**src/rtl/pru_cmd_sequencer.sv**
```systemverilog
// pru_cmd_sequencer
//   Bus-programmable command queue in front of the pixel render unit.
//   Software stages a position and a size, then a CMD write pushes a complete
//   draw command into a FIFO. A three-state sequencer replays each queued
//   command to the render unit with a start/done handshake. Palette writes
//   are forwarded as a one-cycle colour load. A status word is readable.
//
// Ports
//   clk, rst_n            clock, asynchronous active-low reset
//   bus_addr/wdata        processor address / write data
//   bus_we, bus_re        one-cycle write / read strobes
//   bus_rdata             registered read data (valid the cycle after bus_re)
//   pru_col .. pru_subtract  shape outputs, latched on each FIFO pop
//   pru_start             start request, high while a command is issued
//   pru_done, pru_busy    render unit handshake / status
//   color_load            one-cycle palette write pulse
//   pru_addr, pru_data    palette address / data, held until next palette write
//   irq_idle              one-cycle pulse when the queue drains
module pru_cmd_sequencer #(
  parameter int          DEPTH = 8,
  parameter logic [31:0] BASE  = 32'h4000_0100
) (
  input  logic        clk,
  input  logic        rst_n,
  input  logic [31:0] bus_addr,
  input  logic [31:0] bus_wdata,
  input  logic        bus_we,
  input  logic        bus_re,
  output logic [31:0] bus_rdata,
  output logic [9:0]  pru_col,
  output logic [8:0]  pru_row,
  output logic [9:0]  pru_width,
  output logic [8:0]  pru_height_radius,
  output logic [1:0]  pru_color,
  output logic [1:0]  pru_shape_select,
  output logic        pru_subtract,
  output logic        pru_start,
  input  logic        pru_done,
  input  logic        pru_busy,
  output logic        color_load,
  output logic [31:0] pru_addr,
  output logic [31:0] pru_data,
  output logic        irq_idle
);

  localparam int          AW       = $clog2(DEPTH);
  localparam logic [AW:0] FULL_CNT = (AW+1)'(DEPTH);

  typedef enum logic [1:0] {S_IDLE, S_ISSUE, S_RELEASE} state_t;

  typedef struct packed {
    logic [9:0] col;
    logic [8:0] row;
    logic [9:0] width;
    logic [8:0] hr;
    logic [1:0] color;
    logic [1:0] shape;
    logic       sub;
  } cmd_t;

  // Address decode
  logic [31:0] off;
  logic        sel_pos, sel_size, sel_cmd, sel_pal, sel_status, sel_ctrl;

  assign off        = bus_addr - BASE;
  assign sel_pos    = (off == 32'h00);
  assign sel_size   = (off == 32'h04);
  assign sel_cmd    = (off == 32'h08);
  assign sel_status = (off == 32'h1C);
  assign sel_ctrl   = (off == 32'h20);
  // Word-aligned offsets 0x0C, 0x10, 0x14, 0x18
  assign sel_pal    = (off[31:5] == '0) && (off[1:0] == 2'b00) &&
                      (off[4:2] >= 3'd3) && (off[4:2] <= 3'd6);

  logic wr_pos, wr_size, wr_cmd, wr_pal, flush, clr_ovf;

  assign wr_pos  = bus_we && sel_pos;
  assign wr_size = bus_we && sel_size;
  assign wr_cmd  = bus_we && sel_cmd;
  assign wr_pal  = bus_we && sel_pal;
  assign flush   = bus_we && sel_ctrl && bus_wdata[1];
  assign clr_ovf = bus_we && sel_ctrl && bus_wdata[0];

  // Staging registers
  logic [9:0] stg_col;
  logic [8:0] stg_row;
  logic [9:0] stg_width;
  logic [8:0] stg_hr;

  always_ff @(posedge clk or negedge rst_n) begin
    if (!rst_n) begin
      stg_col   <= '0;
      stg_row   <= '0;
      stg_width <= '0;
      stg_hr    <= '0;
    end else begin
      if (wr_pos) begin
        stg_col <= bus_wdata[9:0];
        stg_row <= bus_wdata[24:16];
      end
      if (wr_size) begin
        stg_width <= bus_wdata[9:0];
        stg_hr    <= bus_wdata[24:16];
      end
    end
  end

  // Command FIFO
  state_t      state, state_nxt;
  cmd_t        mem [DEPTH];
  cmd_t        new_cmd, head;
  logic [AW:0] wr_ptr, rd_ptr, count;
  logic        empty, full, pop, push, ovf_set, overflow;

  assign new_cmd = '{col: stg_col, row: stg_row, width: stg_width, hr: stg_hr,
                     color: bus_wdata[1:0], shape: bus_wdata[3:2],
                     sub: bus_wdata[4]};
  assign head    = mem[rd_ptr[AW-1:0]];
  assign count   = wr_ptr - rd_ptr;
  assign empty   = (count == '0);
  assign full    = (count == FULL_CNT);
  assign pop     = (state == S_IDLE) && !empty && !pru_done;
  // A simultaneous pop frees the slot, so a push at full still succeeds.
  assign push    = wr_cmd && !flush && (!full || pop);
  assign ovf_set = wr_cmd && !flush && full && !pop;

  always_ff @(posedge clk) begin
    if (push) mem[wr_ptr[AW-1:0]] <= new_cmd;
  end

  always_ff @(posedge clk or negedge rst_n) begin
    if (!rst_n) begin
      wr_ptr   <= '0;
      rd_ptr   <= '0;
      overflow <= 1'b0;
    end else begin
      if (push) wr_ptr <= wr_ptr + 1'b1;
      // Flush discards everything unissued; an entry popped this cycle is
      // already latched onto the shape outputs.
      if (flush)    rd_ptr <= wr_ptr;
      else if (pop) rd_ptr <= rd_ptr + 1'b1;
      if (ovf_set)      overflow <= 1'b1;
      else if (clr_ovf) overflow <= 1'b0;
    end
  end

  // Sequencer FSM
  always_ff @(posedge clk or negedge rst_n) begin
    if (!rst_n) state <= S_IDLE;
    else        state <= state_nxt;
  end

  always_comb begin
    state_nxt = state;
    pru_start = 1'b0;
    unique case (state)
      S_IDLE:    if (!empty && !pru_done) state_nxt = S_ISSUE;
      S_ISSUE: begin
        pru_start = 1'b1;
        if (pru_done) state_nxt = S_RELEASE;
      end
      S_RELEASE: if (!pru_done) state_nxt = S_IDLE;
      default:   state_nxt = S_IDLE;
    endcase
  end

  // Shape outputs and drain interrupt
  always_ff @(posedge clk or negedge rst_n) begin
    if (!rst_n) begin
      pru_col           <= '0;
      pru_row           <= '0;
      pru_width         <= '0;
      pru_height_radius <= '0;
      pru_color         <= '0;
      pru_shape_select  <= '0;
      pru_subtract      <= 1'b0;
      irq_idle          <= 1'b0;
    end else begin
      if (pop) begin
        pru_col           <= head.col;
        pru_row           <= head.row;
        pru_width         <= head.width;
        pru_height_radius <= head.hr;
        pru_color         <= head.color;
        pru_shape_select  <= head.shape;
        pru_subtract      <= head.sub;
      end
      irq_idle <= (state == S_RELEASE) && !pru_done && empty && !push;
    end
  end

  // Palette forwarding and register read
  logic [31:0] status;

  assign status = {19'd0, pru_busy, (state != S_IDLE), overflow, full, empty,
                   8'(count)};

  always_ff @(posedge clk or negedge rst_n) begin
    if (!rst_n) begin
      color_load <= 1'b0;
      pru_addr   <= '0;
      pru_data   <= '0;
      bus_rdata  <= '0;
    end else begin
      color_load <= wr_pal;
      if (wr_pal) begin
        pru_addr <= bus_addr;
        pru_data <= bus_wdata;
      end
      if (bus_re) bus_rdata <= sel_status ? status : 32'd0;
    end
  end

endmodule
```
**config.mk**
```make
export PLATFORM = sky130hd
export DESIGN_NAME = pru_cmd_sequencer
export DESIGN_NICKNAME = d
export VERILOG_FILES = /design/src/rtl/pru_cmd_sequencer.sv
export SDC_FILE = /design/constraint.sdc
export NUM_CORES = 1
export LEC_CHECK = 0
export CAP_MARGIN = 10
export CORE_ASPECT_RATIO = 0.5
export CORE_UTILIZATION = 56
export DETAILED_ROUTE_END_ITERATION = 8
export GPL_TIMING_DRIVEN = 0
export HOLD_SLACK_MARGIN = 0.02
export PLACE_DENSITY = 0.79
export SYNTH_ARGS = -nofsm -noshare
export SYNTH_HDL_FRONTEND = slang
export SYNTH_SLANG_ARGS = --single-unit
```
**constraint.sdc**
```tcl
create_clock -name clk -period 8.8 [get_ports clk]
set_input_delay 0.88 -clock clk [delete_from_list [all_inputs] [get_ports clk]]
set_output_delay 0.88 -clock clk [all_outputs]
set_load 0.05 [all_outputs]
```
==> metrics.txt, run 1 <==
status finished clean; R2R Path End mem[4][23]$_DFFE_PP_; crit path launch type flip-flop; Post-DRT Antenna Nets 0; number of CTS-inserted buffers 44; DRT iter0 DRCs 1132; Final period util 0.687; Sw Ratio 0.318; diode count 0; drt first pass iters 5; post-synthesis sequential area ratio 0.727; Setup crit end kind flip-flop; first-pass GRT wire length 70.2 mm; Setup Skew 0.0205 ns; clk sinks 511; Die Ht 135 um; num ports 212; Overall Power 6.05 mW; Placer Congestion 0.821; RSZ-0062 raised after global routing no; Final TNS setup 0 ns; Finished Layout Cells 1949; worst slew pin tran 1.12 ns; combinational power share 0.247; crit path to mem[4][23]$_DFFE_PP_; area grow syn2layout 21.9%; die span in x 269 um; Crit. Startpoint rd_ptr[1]$_DFFE_PN0P_; WP data arrival 6.31 ns; worst vdd ir 141 uV; H-tree levels 2; Worst Setup Path Type flip-flop to flip-flop; DP Cell Count 1869; Die ar. 36400 um^2; Final nets 1518; Post-CTS Setup Inserts 0; initial antenna violation count 0; FF-to-FF Start rd_ptr[1]$_DFFE_PN0P_; clock-pin slew on the worst setup and hold paths 0.07 ns; synthesized area 20000 um^2; # Max-Cap Violations 0; Post-route DRC 0; Hold WC Path Type primary input to async pin; final setup fails 0; PortBufs 186; register bit total from synthesis 511; pwr/cell area 249 nW/um^2; Skew-Pair Late Insertion Delay 0.56 ns; Hold Violations, Final 0; EDFF count, synth 344; initial core utilization 0.574; Clock power frac 0.301; crit-path max FO 10; core area 34800 um^2; Syn Area/Cell 17.6 um^2; wire per inst 23.8 um; Slew Limit Fails 0; Resized Gates After CTS 0; Max Root-Sink Buffers 3; critical path required time 9.07 ns; root buffer cell clkbuf_16; row cnt 48; CTS Hold Buffers Added 0; largest net degree at the start of global routing 90; Synth warnings 0; total wire length 46.4 mm; CTS tree built; Detailed Place HPWL 31.4 mm; Sequential Power Share 0.452; Global Route Usage Sum 0.263; r2r worst-path depth 17; layout cells sized above 1 0.225; dominant synthesized flop cell edfxtp_1; f_max 0.165 GHz; via count 11500; ys async rst share 0.327; grt ovf 0; NetSw 1.92 mW; vias per std cell 5.89; max_slew headroom 0.250; post-synthesis cell type count 62; P_int 4.12 mW; leakage 9.75 nW; Mapped Cells 1136; reg2reg setup slack 2.76 ns; vias in the first global route 12000; crit path time final 6.04 ns
-- state kept, by name, indices dropped and copies added (netlist names), 2 cells and up --
signal and cells:
pru_addr 32, wr_ptr 4, pru_shape_select 2, pru_color 2, pru_row 9, pru_height_radius 9
stg_hr 9, pru_col 10, bus_rdata 9, pru_data 32, mem 344, pru_width 10
stg_width 10, stg_row 9, state 2, stg_col 10, rd_ptr 4
-- worst max-delay path, cell delays in order, from the launching register on --
cell and delay, ns:
dfrtp_1 0.35, clkbuf_1 0.34, clkbuf_1 0.65, clkbuf_1 0.75, inv_1 0.25, ha_1 0.35
nor2b_1 0.14, o21a_1 0.18, o21bai_1 0.27, a211o_1 0.22, nor2b_1 0.25, nand3_2 0.30
nor4b_2 0.61, buf_4 0.29, buf_4 0.18, buf_4 0.19, buf_4 0.21, buf_4 0.20
-- layout by cell type (no fill, tap or decap), types with 6 or more instances in the layout --
cell	netlist	layout
buf_1	9	9
and2_1	26	26
clkbuf_16	0	44
clkbuf_1	35	48
mux4_2	86	86
nor3_1	11	10
conb_1	1	23
ha_1	7	7
a31oi_1	44	44
nor2_1	55	55
mux2_4	10	10
o22ai_1	8	8
buf_2	8	8
inv_1	19	18
nand2_1	100	100
buf_6	1	11
edfxtp_1	344	344
nor4_1	10	6
clkinv_1	1	6
clkinv_2	0	6
dfrtp_1	167	167
mux2_2	67	67
xnor2_1	11	11
nor2b_1	6	6
nand3_1	9	9
nand4_1	7	7
buf_4	24	61
clkdlybuf4s50_1	0	185
-- layout make-up --
class / count / area [um^2]
well taps: 475 / 594
multi-input cells: 550 / 5100
inverters: 20 / 75.1
repair buffers: 236 / 2320
clock buffers: 61 / 1200
clock inverters: 19 / 124
flip-flops and latches: 511 / 14500
plain buffers: 77 / 397
fillers: 2074 / 10500
-- layer usage --
layer | vias up | global-route usage | share of wire | wire length [um]
met5 | - | 0 | 0 | 0
met4 | 0 | 0.0704 | 0.023 | 1090
met3 | 84 | 0.0527 | 0.083 | 3850
met2 | 553 | 0.433 | 0.50 | 23200
met1 | 5923 | 0.362 | 0.39 | 18300
li1 | 4925 | - | - | -
-- synth_stat cells (4+ instances only) --
library cell  number  area (um^2)
dfrtp_1          167         4180
xnor2_1           11         96.3
a31oi_1           44          275
o22ai_1            8         50.1
buf_1              9         33.8
nand2b_1           5         31.3
and2_1            26          163
nor2b_1            6         37.5
nor3_1            11         55.1
nand3_1            9         45.0
inv_1             19         71.3
buf_2              8         40.0
nor4_1            10         62.6
nor2_1            55          206
edfxtp_1         344        10300
or4_1              4         30.0
mux2_2            67          754
and3_1             5         31.3
nand2_1          100          375
mux2_4            10          150
ha_1               7         87.6
buf_4             24          180
nand4_1            7         43.8
clkbuf_1          35          131
nor4b_1            4         35.0
mux4_2            86         1940
-- power groups by stage --
| stage | Sequential, mW | Combinational (mW) | Clock, mW |
|---|---|---|---|
| 2_1_floorplan | 3.10 | 0.619 | 0 |
| 3_3_place_gp | 2.78 | 1.47 | 0 |
| 3_5_place_dp | 2.78 | 1.49 | 0 |
| 4_1_cts | 2.74 | 1.50 | 1.84 |
| 5_1_grt | 2.74 | 1.57 | 1.93 |
| 6_report | 2.74 | 1.49 | 1.82 |
-- kinds of logic after synthesis --
| family | share of synthesized area |
|---|---|
| buffers and inverters | 0.0236 |
| muxes | 0.144 |
| adders and majority gates | 0.00539 |
| other | 0.000188 |
| and+or+nand+nor | 0.0672 |
| xor gates and xnor gates | 0.00571 |
| AOI/OAI and AO/OA | 0.0263 |
| DFF | 0.727 |
-- metrics by stage --
step	hold slack (ns)	setup slack [ns]	instance area [um^2]	util
after floorplan	0.482	1.01	20000	-
after global placement	0.451	-4.09	22500	0.647
after detailed placement	0.458	2.83	23000	0.661
after CTS	0.350	2.82	24300	0.699
after global routing	0.367	2.49	24300	0.699
final	0.326	2.76	24300	0.699
-- worst min-delay path by stage --
stage | end | start | depth (start not counted)
final | bus_rdata[3]$_DFFE_PN0P_ | rst_n | 1
after global routing | pru_addr[4]$_DFFE_PN0P_ | rst_n | 1
after CTS | pru_addr[4]$_DFFE_PN0P_ | rst_n | 1
after detailed placement | pru_addr[30]$_DFFE_PN0P_ | pru_addr[30]$_DFFE_PN0P_ | 1
after global placement | pru_addr[30]$_DFFE_PN0P_ | pru_addr[30]$_DFFE_PN0P_ | 1
after floorplan | wr_ptr[3]$_DFFE_PN0P_ | wr_ptr[3]$_DFFE_PN0P_ | 1
Note: power is estimated with default switching activity, not from simulation.
==> inputs of run 2 (changes only) <==
Clock period 8.8 ns to 6.3 ns, I/O delays scaled along.
==> run 2 against run 1 <==
Effect of this change: die area unchanged; sequential power up 39%; clock-buffer cell count unchanged; flip-flop and latch count unchanged; core utilization about the same; combinational power up 40%; final cell count unchanged; power up 40%; maximum frequency up 6.7%; register-to-register slack worse by 2.1 ns; largest power group unchanged.
==> metrics.txt, run 2 (same netlist as run 1, synthesis figures left out) <==
vias in the first global route 12000 (unchanged); CTS tree built (unchanged); Resized Gates After CTS 0 (unchanged); Final nets 1518 (unchanged); wire per inst 23.8 um (about the same); f_max 0.177 GHz (was 0.165 GHz); critical path required time 6.57 ns (was 9.07 ns); Global Route Usage Sum 0.263 (unchanged); final core occ 0.700 (was 0.699); Hold Slack 0.0752 ns (was 0.326 ns); P_int 5.76 mW (was 4.12 mW); Placer Congestion 0.821 (unchanged); number of CTS-inserted buffers 44 (unchanged); worst vdd ir 197 uV (was 141 uV); crit path time final 5.66 ns (was 6.04 ns); R2R Path End mem[4][23]$_DFFE_PP_ (unchanged); Die Ht 135 um (unchanged); crit-path max FO 10 (unchanged); Die ar. 36400 um^2 (unchanged); final setup fails 0 (unchanged); # Max-Cap Violations 0 (unchanged); Slew Limit Fails 0 (unchanged); clock-pin slew on the worst setup and hold paths 0.07 ns (about the same); first-pass GRT wire length 70.2 mm (unchanged); Hold Violations, Final 0 (unchanged); Sequential Power Share 0.453 (was 0.452); combinational power share 0.247 (about the same); most frequent cells in the layout edfxtp_1, clkdlybuf4s50_1, dfrtp_1 (unchanged); Skew-Pair Late Insertion Delay 0.56 ns (about the same); Largest register FFs 344 (unchanged); WP data arrival 5.93 ns (was 6.31 ns); Worst Setup Path Type flip-flop to flip-flop (unchanged); pwr/cell area 347 nW/um^2 (was 249 nW/um^2); num ports 212 (unchanged); NetSw 2.69 mW (was 1.92 mW); area grow syn2layout 21.9% (about the same); largest net degree at the start of global routing 90 (unchanged); row cnt 48 (unchanged); Final period util 0.899 (was 0.687); worst slew pin tran 1.13 ns (was 1.12 ns); Detailed Place HPWL 31.4 mm (unchanged); drt first pass iters 5 (unchanged); initial core utilization 0.574 (unchanged); root buffer cell clkbuf_16 (unchanged); Setup crit end kind flip-flop (unchanged); cell area after layout 24300 um^2 (about the same); Post-CTS Setup Inserts 0 (unchanged); status finished clean (unchanged); clk sinks 511 (unchanged); r2r worst-path depth 17 (unchanged); die span in x 269 um (unchanged); total wire length 46.4 mm (about the same); Post-route DRC 0 (unchanged); layout cells sized above 1 0.225 (about the same); H-tree levels 2 (unchanged); leakage 9.75 nW (about the same); dpl cell area 23000 um^2 (unchanged); commonest non-fill, non-tap cell in the layout edfxtp_1 (unchanged); FF-to-FF Start rd_ptr[1]$_DFFE_PN0P_ (unchanged); Max Root-Sink Buffers 3 (unchanged); vias per std cell 5.88 (was 5.89); Sw Ratio 0.318 (about the same); Final TNS setup 0 ns (unchanged); RSZ-0062 raised after global routing no (unchanged); diode count 0 (unchanged); Post-DRT Antenna Nets 0 (unchanged); CTS Hold Buffers Added 0 (unchanged); grt ovf 0 (unchanged); Setup Skew 0.0204 ns (was 0.0205 ns); DRT iter0 DRCs 1127 (was 1132); reg2reg setup slack 0.64 ns (was 2.76 ns); Hold WC Path Type primary input to async pin (unchanged); via count 11500 (about the same); initial antenna violation count 0 (unchanged); core area 34800 um^2 (unchanged); crit path launch type flip-flop (unchanged); Overall Power 8.44 mW (was 6.05 mW); max_slew headroom 0.249 (was 0.250); Clock power frac 0.301 (about the same); PortBufs 186 (unchanged)
==> run 2: cell counts in the layout (fill, tap and decap cells not counted) <==
Identical to the previous run, type by type.
==> run 2: layout make-up <==
class                           instances  area, um^2
Timing Repair Buffer                  236        2320
Clock inverter                         19         124
Multi-Input combinational cell        550        5100
Fill cell                            2074       10400
Clock buffer                           61        1200
Sequential cell                       511       14500
Buffer                                 77         398
Inverter                               20        75.1
Tap cell                              475         594
==> run 2: how the worst max path moves through the flow <==
| stage | from | to | slack [ns] | cells past startpoint |
|---|---|---|---|---|
| 3_3_place_gp | rd_ptr[1]$_DFFE_PN0P_ | mem[4][34]$_DFFE_PP_ | -6.59 | 12 |
| 4_1_cts | rd_ptr[1]$_DFFE_PN0P_ | mem[4][22]$_DFFE_PP_ | 0.32 | 17 |
| 2_1_floorplan | rd_ptr[1]$_DFFE_PN0P_ | mem[4][0]$_DFFE_PP_ | -1.49 | 12 |
| 6_report | rd_ptr[1]$_DFFE_PN0P_ | mem[4][23]$_DFFE_PP_ | 0.64 | 17 |
| 3_5_place_dp | rd_ptr[1]$_DFFE_PN0P_ | mem[4][34]$_DFFE_PP_ | 0.33 | 17 |
| 5_1_grt | rd_ptr[1]$_DFFE_PN0P_ | mem[4][22]$_DFFE_PP_ | 0.36 | 17 |
==> run 2: worst max-delay path, cell delays in order (launching register included) <==
cell and delay [ns]:
dfrtp_1 0.35, clkbuf_1 0.33, clkbuf_1 0.65, clkbuf_2 0.50
inv_1 0.18, ha_1 0.32, nor2b_1 0.14, o21a_1 0.18
o21bai_1 0.27, a211o_1 0.22, nor2b_1 0.25, nand3_2 0.30
nor4b_2 0.60, buf_4 0.29, buf_4 0.17, buf_4 0.18
buf_4 0.20, buf_4 0.20
==> run 2: layer usage <==
metal / vias up / part of all wire / GRT usage
li1: 4928 / - / -
met1: 5889 / 0.39 / 0.362
met2: 569 / 0.50 / 0.433
met3: 81 / 0.086 / 0.0527
met4: 0 / 0.023 / 0.0704
met5: - / 0 / 0
==> run 2: power by group through the flow <==
stage / Clock (mW) / Sequential, mW / Combinational (mW)
final: 2.54 / 3.82 / 2.08
after global placement: 0 / 3.89 / 2.05
after detailed placement: 0 / 3.89 / 2.09
after global routing: 2.69 / 3.83 / 2.20
after CTS: 2.57 / 3.82 / 2.10
after floorplan: 0 / 4.33 / 0.865
==> run 2: metrics by stage <==
| stage | worst slack [ns] | std cells |
|---|---|---|
| 3_3_place_gp | -6.59 | 1819 |
| 2_1_floorplan | -1.49 | 1158 |
| 5_1_grt | 0.363 | 1949 |
| 4_1_cts | 0.316 | 1949 |
| 3_5_place_dp | 0.334 | 1869 |
| 6_report | 0.639 | 1949 |
==> inputs of run 3 (changes only) <==
Settings changed: SLEW_MARGIN set to 20.
==> run 3 against run 2 <==
Effect of this change: setup slack worse by 0.15 ns; wire length is 2.2% higher; final cell count increased by 0.51%; hold slack improved by 0.0032 ns; clock power rose by 7%; via count grew 1.8%; critical path type unchanged; critical endpoint is now mem[5][32]$_DFFE_PP_; largest power group unchanged; highest routed layer is now met5.
==> metrics.txt, run 3 (same netlist as run 1, synthesis figures left out) <==
num ports 212 (unchanged); DRT met1 WL 18.2 mm (was 18.3 mm); Sw Ratio 0.315 (was 0.318); Met3 Routed Length 4.45 mm (was 3.98 mm); Top Metal Used met5 (was met4); first-pass GRT wire length 71.6 mm (was 70.2 mm); Slew Limit Fails 0 (unchanged); Final period util 0.922 (was 0.899); most frequent cells in the layout edfxtp_1, clkdlybuf4s50_1, dfrtp_1 (unchanged); clock-pin slew on the worst setup and hold paths 0.07 ns (about the same); reg2reg setup slack 0.49 ns (was 0.64 ns); worst vdd ir 224 uV (was 197 uV); final setup fails 0 (unchanged); Hold WC Path Type primary input to async pin (unchanged); Skew-Pair Late Insertion Delay 0.58 ns (was 0.56 ns); initial antenna violation count 2 (was 0); WP data arrival 6.07 ns (was 5.93 ns); f_max 0.172 GHz (was 0.177 GHz); status finished clean (unchanged); initial core utilization 0.574 (unchanged); crit-path max cell delay 0.80 ns (was 0.65 ns); clk sinks 511 (unchanged); wire per inst 24.2 um (was 23.8 um); via count 11700 (was 11500); core area 34800 um^2 (unchanged); fillcell total 2085 (was 2074); leakage 9.89 nW (was 9.75 nW); Die ar. 36400 um^2 (unchanged); Crit. Startpoint rd_ptr[1]$_DFFE_PN0P_ (unchanged); vias per std cell 5.96 (was 5.88); PortBufs 186 (unchanged); crit path launch type flip-flop (unchanged); largest net degree at the start of global routing 90 (unchanged); Setup Skew 0.0264 ns (was 0.0204 ns); Setup crit end kind flip-flop (unchanged); Final nets 1527 (was 1518); combinational power share 0.242 (was 0.247); r2r worst-path depth 15 (was 17); commonest non-fill, non-tap cell in the layout edfxtp_1 (unchanged); crit-path max FO 10 (unchanged); FF-to-FF Start rd_ptr[1]$_DFFE_PN0P_ (unchanged); Finished Layout Cells 1959 (was 1949); NetSw 2.72 mW (was 2.69 mW); CP most frequent cell buf_2 (was buf_4); row cnt 48 (unchanged); Sequential Power Share 0.442 (was 0.453); critical path required time 6.56 ns (was 6.57 ns); P_int 5.92 mW (was 5.76 mW); RSZ-0062 raised after global routing no (unchanged); Clock power frac 0.316 (was 0.301); Placer Congestion 0.821 (unchanged); final core occ 0.702 (was 0.700); Detailed Place HPWL 31.0 mm (was 31.4 mm); Worst Setup Path Type flip-flop to flip-flop (unchanged); CTS tree built (unchanged); diode count 0 (unchanged); Crit-path slowest cell nor4b_2 (was clkbuf_1); max_slew headroom 0.331 (was 0.249); root buffer cell clkbuf_16 (unchanged); layout cells sized above 1 0.241 (was 0.225); CTS Hold Buffers Added 0 (unchanged); DP Cell Count 1878 (was 1869); Max Root-Sink Buffers 3 (unchanged); met2 WL 23.8 mm (was 23.1 mm); Post-DRT Antenna Nets 0 (unchanged); worst slew pin tran 0.996 ns (was 1.13 ns); die span in x 269 um (unchanged); drt first pass iters 5 (unchanged); # Max-Cap Violations 0 (unchanged); vias in the first global route 12100 (was 12000); total wire length 47.5 mm (was 46.4 mm); number of CTS-inserted buffers 44 (unchanged); Hold Violations, Final 0 (unchanged); CP cell instances clkbuf_1 -> clkbuf_1 -> clkbuf_2 -> inv_1 -> ha_1 -> nor2b_1 -> o21a_1 -> o21bai_1 -> a211o_1 -> nor2b_1 -> nand3_2 -> nor4b_2 -> buf_2 -> buf_2 -> buf_2 (was clkbuf_1 -> clkbuf_1 -> clkbuf_2 -> inv_1 -> ha_1 -> nor2b_1 -> o21a_1 -> o21bai_1 -> a211o_1 -> nor2b_1 -> nand3_2 -> nor4b_2 -> buf_4 -> buf_4 -> buf_4 -> buf_4 -> buf_4); crit path time final 5.81 ns (was 5.66 ns); Die Ht 135 um (unchanged); pwr/cell area 354 nW/um^2 (was 347 nW/um^2); Largest register FFs 344 (unchanged); Global Route Usage Sum 0.267 (was 0.263); crit path to mem[5][32]$_DFFE_PP_ (was mem[4][23]$_DFFE_PP_); R2R Path End mem[5][32]$_DFFE_PP_ (was mem[4][23]$_DFFE_PP_); grt ovf 0 (unchanged); area grow syn2layout 22.3% (was 21.9%); Post-CTS Setup Inserts 0 (unchanged); DRT iter0 DRCs 1182 (was 1127); Post-route DRC 0 (unchanged); H-tree levels 2 (unchanged)
run 3: cell count changes in the layout (fill, tap and decap cells not counted), moves of 4 or more:
cell | previous run | this run
buf_2 | 8 | 44
buf_4 | 61 | 44
buf_6 | 11 | 3
bufinv_16 | 0 | 4
clkbuf_1 | 47 | 37
clkinv_2 | 6 | 15
run 3: power by group through the flow:
| stage | clock network, mW | logic, mW | registers, mW |
|---|---|---|---|
| after CTS | 2.76 | 2.10 | 3.82 |
| after global routing | 2.90 | 2.20 | 3.83 |
| after detailed placement | 0 | 2.09 | 3.89 |
| final | 2.73 | 2.09 | 3.82 |
| after floorplan | 0 | 0.865 | 4.33 |
| after global placement | 0 | 2.05 | 3.89 |
run 3: stage by stage:
stage / area (um^2) / TNS (ns) / hold WS (ns) / power [mW] / worst slack, ns
6_report: 24400 / 0 / 0.0784 / 8.64 / 0.488
5_1_grt: 24400 / 0 / 0.106 / 8.93 / 0.269
4_1_cts: 24400 / 0 / 0.100 / 8.68 / 0.314
3_5_place_dp: 22900 / 0 / 0.456 / 5.97 / 0.000438
3_3_place_gp: 22500 / -2284.50 / 0.451 / 5.94 / -6.59
2_1_floorplan: 20000 / -315.16 / 0.334 / 5.20 / -1.49
run 3: metal layers:
| metal | vias up | track usage |
|---|---|---|
| met5 | - | 0 |
| met4 | 2 | 0.0824 |
| met3 | 88 | 0.0529 |
| met2 | 659 | 0.440 |
| met1 | 5982 | 0.366 |
| li1 | 4948 | - |
run 3: cell type report:
| cell class | count | area [um^2] | area share |
|---|---|---|---|
| tap | 475 | 594 | 0.0244 |
| multi-input combinational | 550 | 5110 | 0.210 |
| timing repair buffer | 245 | 2250 | 0.0921 |
| sequential | 511 | 14500 | 0.595 |
| clock inverter | 30 | 292 | 0.0119 |
| buffer | 77 | 402 | 0.0165 |
| clock buffer | 51 | 1170 | 0.0478 |
| inverter | 20 | 77.6 | 0.00318 |
run 3: worst min-delay path by stage:
stage,start,endpoint
after floorplan,rst_n,bus_rdata[0]$_DFFE_PN0P_
after global placement,pru_addr[30]$_DFFE_PN0P_,pru_addr[30]$_DFFE_PN0P_
after detailed placement,pru_addr[30]$_DFFE_PN0P_,pru_addr[30]$_DFFE_PN0P_
after CTS,rst_n,bus_rdata[12]$_DFFE_PN0P_
after global routing,rst_n,bus_rdata[12]$_DFFE_PN0P_
final,rst_n,bus_rdata[12]$_DFFE_PN0P_
run 3: timing repair:
item	CTS	global route
pin swaps	0	0
setup endpoints to repair	10	10
resized for setup	1	1
run 3: critical path, delay by kind of cell (launching register included):
kind,cells,cell delay [ns]
DFF,1,0.36
AOI/OAI and AO/OA,3,0.72
buffers and inverters,7,2.57
adders and majority gates,1,0.31
and+or+nand+nor,4,1.52
==> patch, RTL diff (flow settings as in run 1) <==
Set the parameter `DEPTH` to 16 (it was 8).
--- a/src/rtl/pru_cmd_sequencer.sv
+++ b/src/rtl/pru_cmd_sequencer.sv
@@ -17,7 +17,7 @@
 //   pru_addr, pru_data    palette address / data, held until next palette write
 //   irq_idle              one-cycle pulse when the queue drains
 module pru_cmd_sequencer #(
-  parameter int          DEPTH = 8,
+  parameter int          DEPTH = 16,
   parameter logic [31:0] BASE  = 32'h4000_0100
 ) (
   input  logic        clk,
Function: no difference found for any inputs over 4 cycles, from zero or initial values and one cycle with rst_n low; that may be too few to reach the edited logic, so the function may still have changed.
==> patch against run 1 <==
Area after synthesis increased by 67%; design area increased by 59%; sequential cell count increased by 347; utilization decreased by 3.4 points; total power increased by 61%; setup slack got worse by 22 ps; combinational power increased by 40%; clock skew increased by 2.8 ps; clock power increased by 73%; routed wire length increased by 69%; synthesized cell count increased by 33%; largest cell class unchanged; largest power group unchanged.
==> patch: results (changes against run 1) <==
- CTS sink count: 858 (+68%)
- Outcome: complete, no violations
- Leakage: 15.0 nW (+54%)
- P_comb: 2.08 mW (+40%)
- DRT Pass-1 Iters: 7 (+2)
- Max incr delay on CP: 860 ps (+110 ps)
- Antenna violations before repair: 2 (+2)
- Post-synthesis mux area share: 19.2% (+4.7 points)
- Finished Layout Cells: 2632 (+35%)
- Via count: 16700 (+45%)
- H-tree lvl count: 3 (+1)
- Post-synth cell types: 59 (-4.8%)
- Placed wire-length estimate: 43400 µm (+38%)
- Detail Route met3 WL: 8240 µm (+110%)
- Synth cell count leaders: 688 x edfxtp_1, 215 x mux4_2, 170 x dfrtp_1
- Sw power: 2.79 mW (+45%)
- Slew headroom: 21.6% (-3.4 points)
- Pwr Density: 251 nW/µm² (+1.1%)
- Area of the multi-input gates: 7930 µm² (+55%)
- Total CTS buffers: 72 (+64%)
- Crit path max-delay family: simple AND/OR/NAND/NOR gates
- CLK BUF: 115 (+89%)
- XOR/XNOR share of the synthesized area: 0.421% (-0.15 points)
- Area contributors post-synth: edfxtp_1 62%, mux4_2 15%, dfrtp_1 13%
- Fillers: 3526 (+70%)
- Share of cells above drive strength 1: 26.7% (+4.3 points)
- Critical path arrival: 6290 ps (-20 ps)
- Non-CTS inverters: 26 (+30%)
[patch: cell types whose count changed after synthesis, sizes merged, moves of 6 or more]
| cell | change |
|---|---|
| inv | +7 |
| edfxtp | +344 |
| mux4 | +129 |
| a31oi | -43 |
| nand2 | -93 |
| mux2 | +44 |
| buf | +6 |
| nor2 | -41 |
| and3 | +8 |
[patch: worst paths after layout]
kind / start / end / slack, ps / cells past startpoint
setup / recovery: rd_ptr[1]$_DFFE_PN0P_ / mem[1][27]$_DFFE_PP_ / 2740 / 12
hold reg to reg: pru_addr[30]$_DFFE_PN0P_ / pru_addr[30]$_DFFE_PN0P_ / 460 / 1
hold / removal: rst_n / bus_rdata[11]$_DFFE_PN0P_ / 220 / 1
min in group clk: pru_addr[30]$_DFFE_PN0P_ / pru_addr[30]$_DFFE_PN0P_ / 460 / 1
max in group asynchronous: rst_n / pru_data[9]$_DFFE_PN0P_ / 7540 / 2
setup reg to reg: rd_ptr[1]$_DFFE_PN0P_ / mem[1][27]$_DFFE_PP_ / 2740 / 12
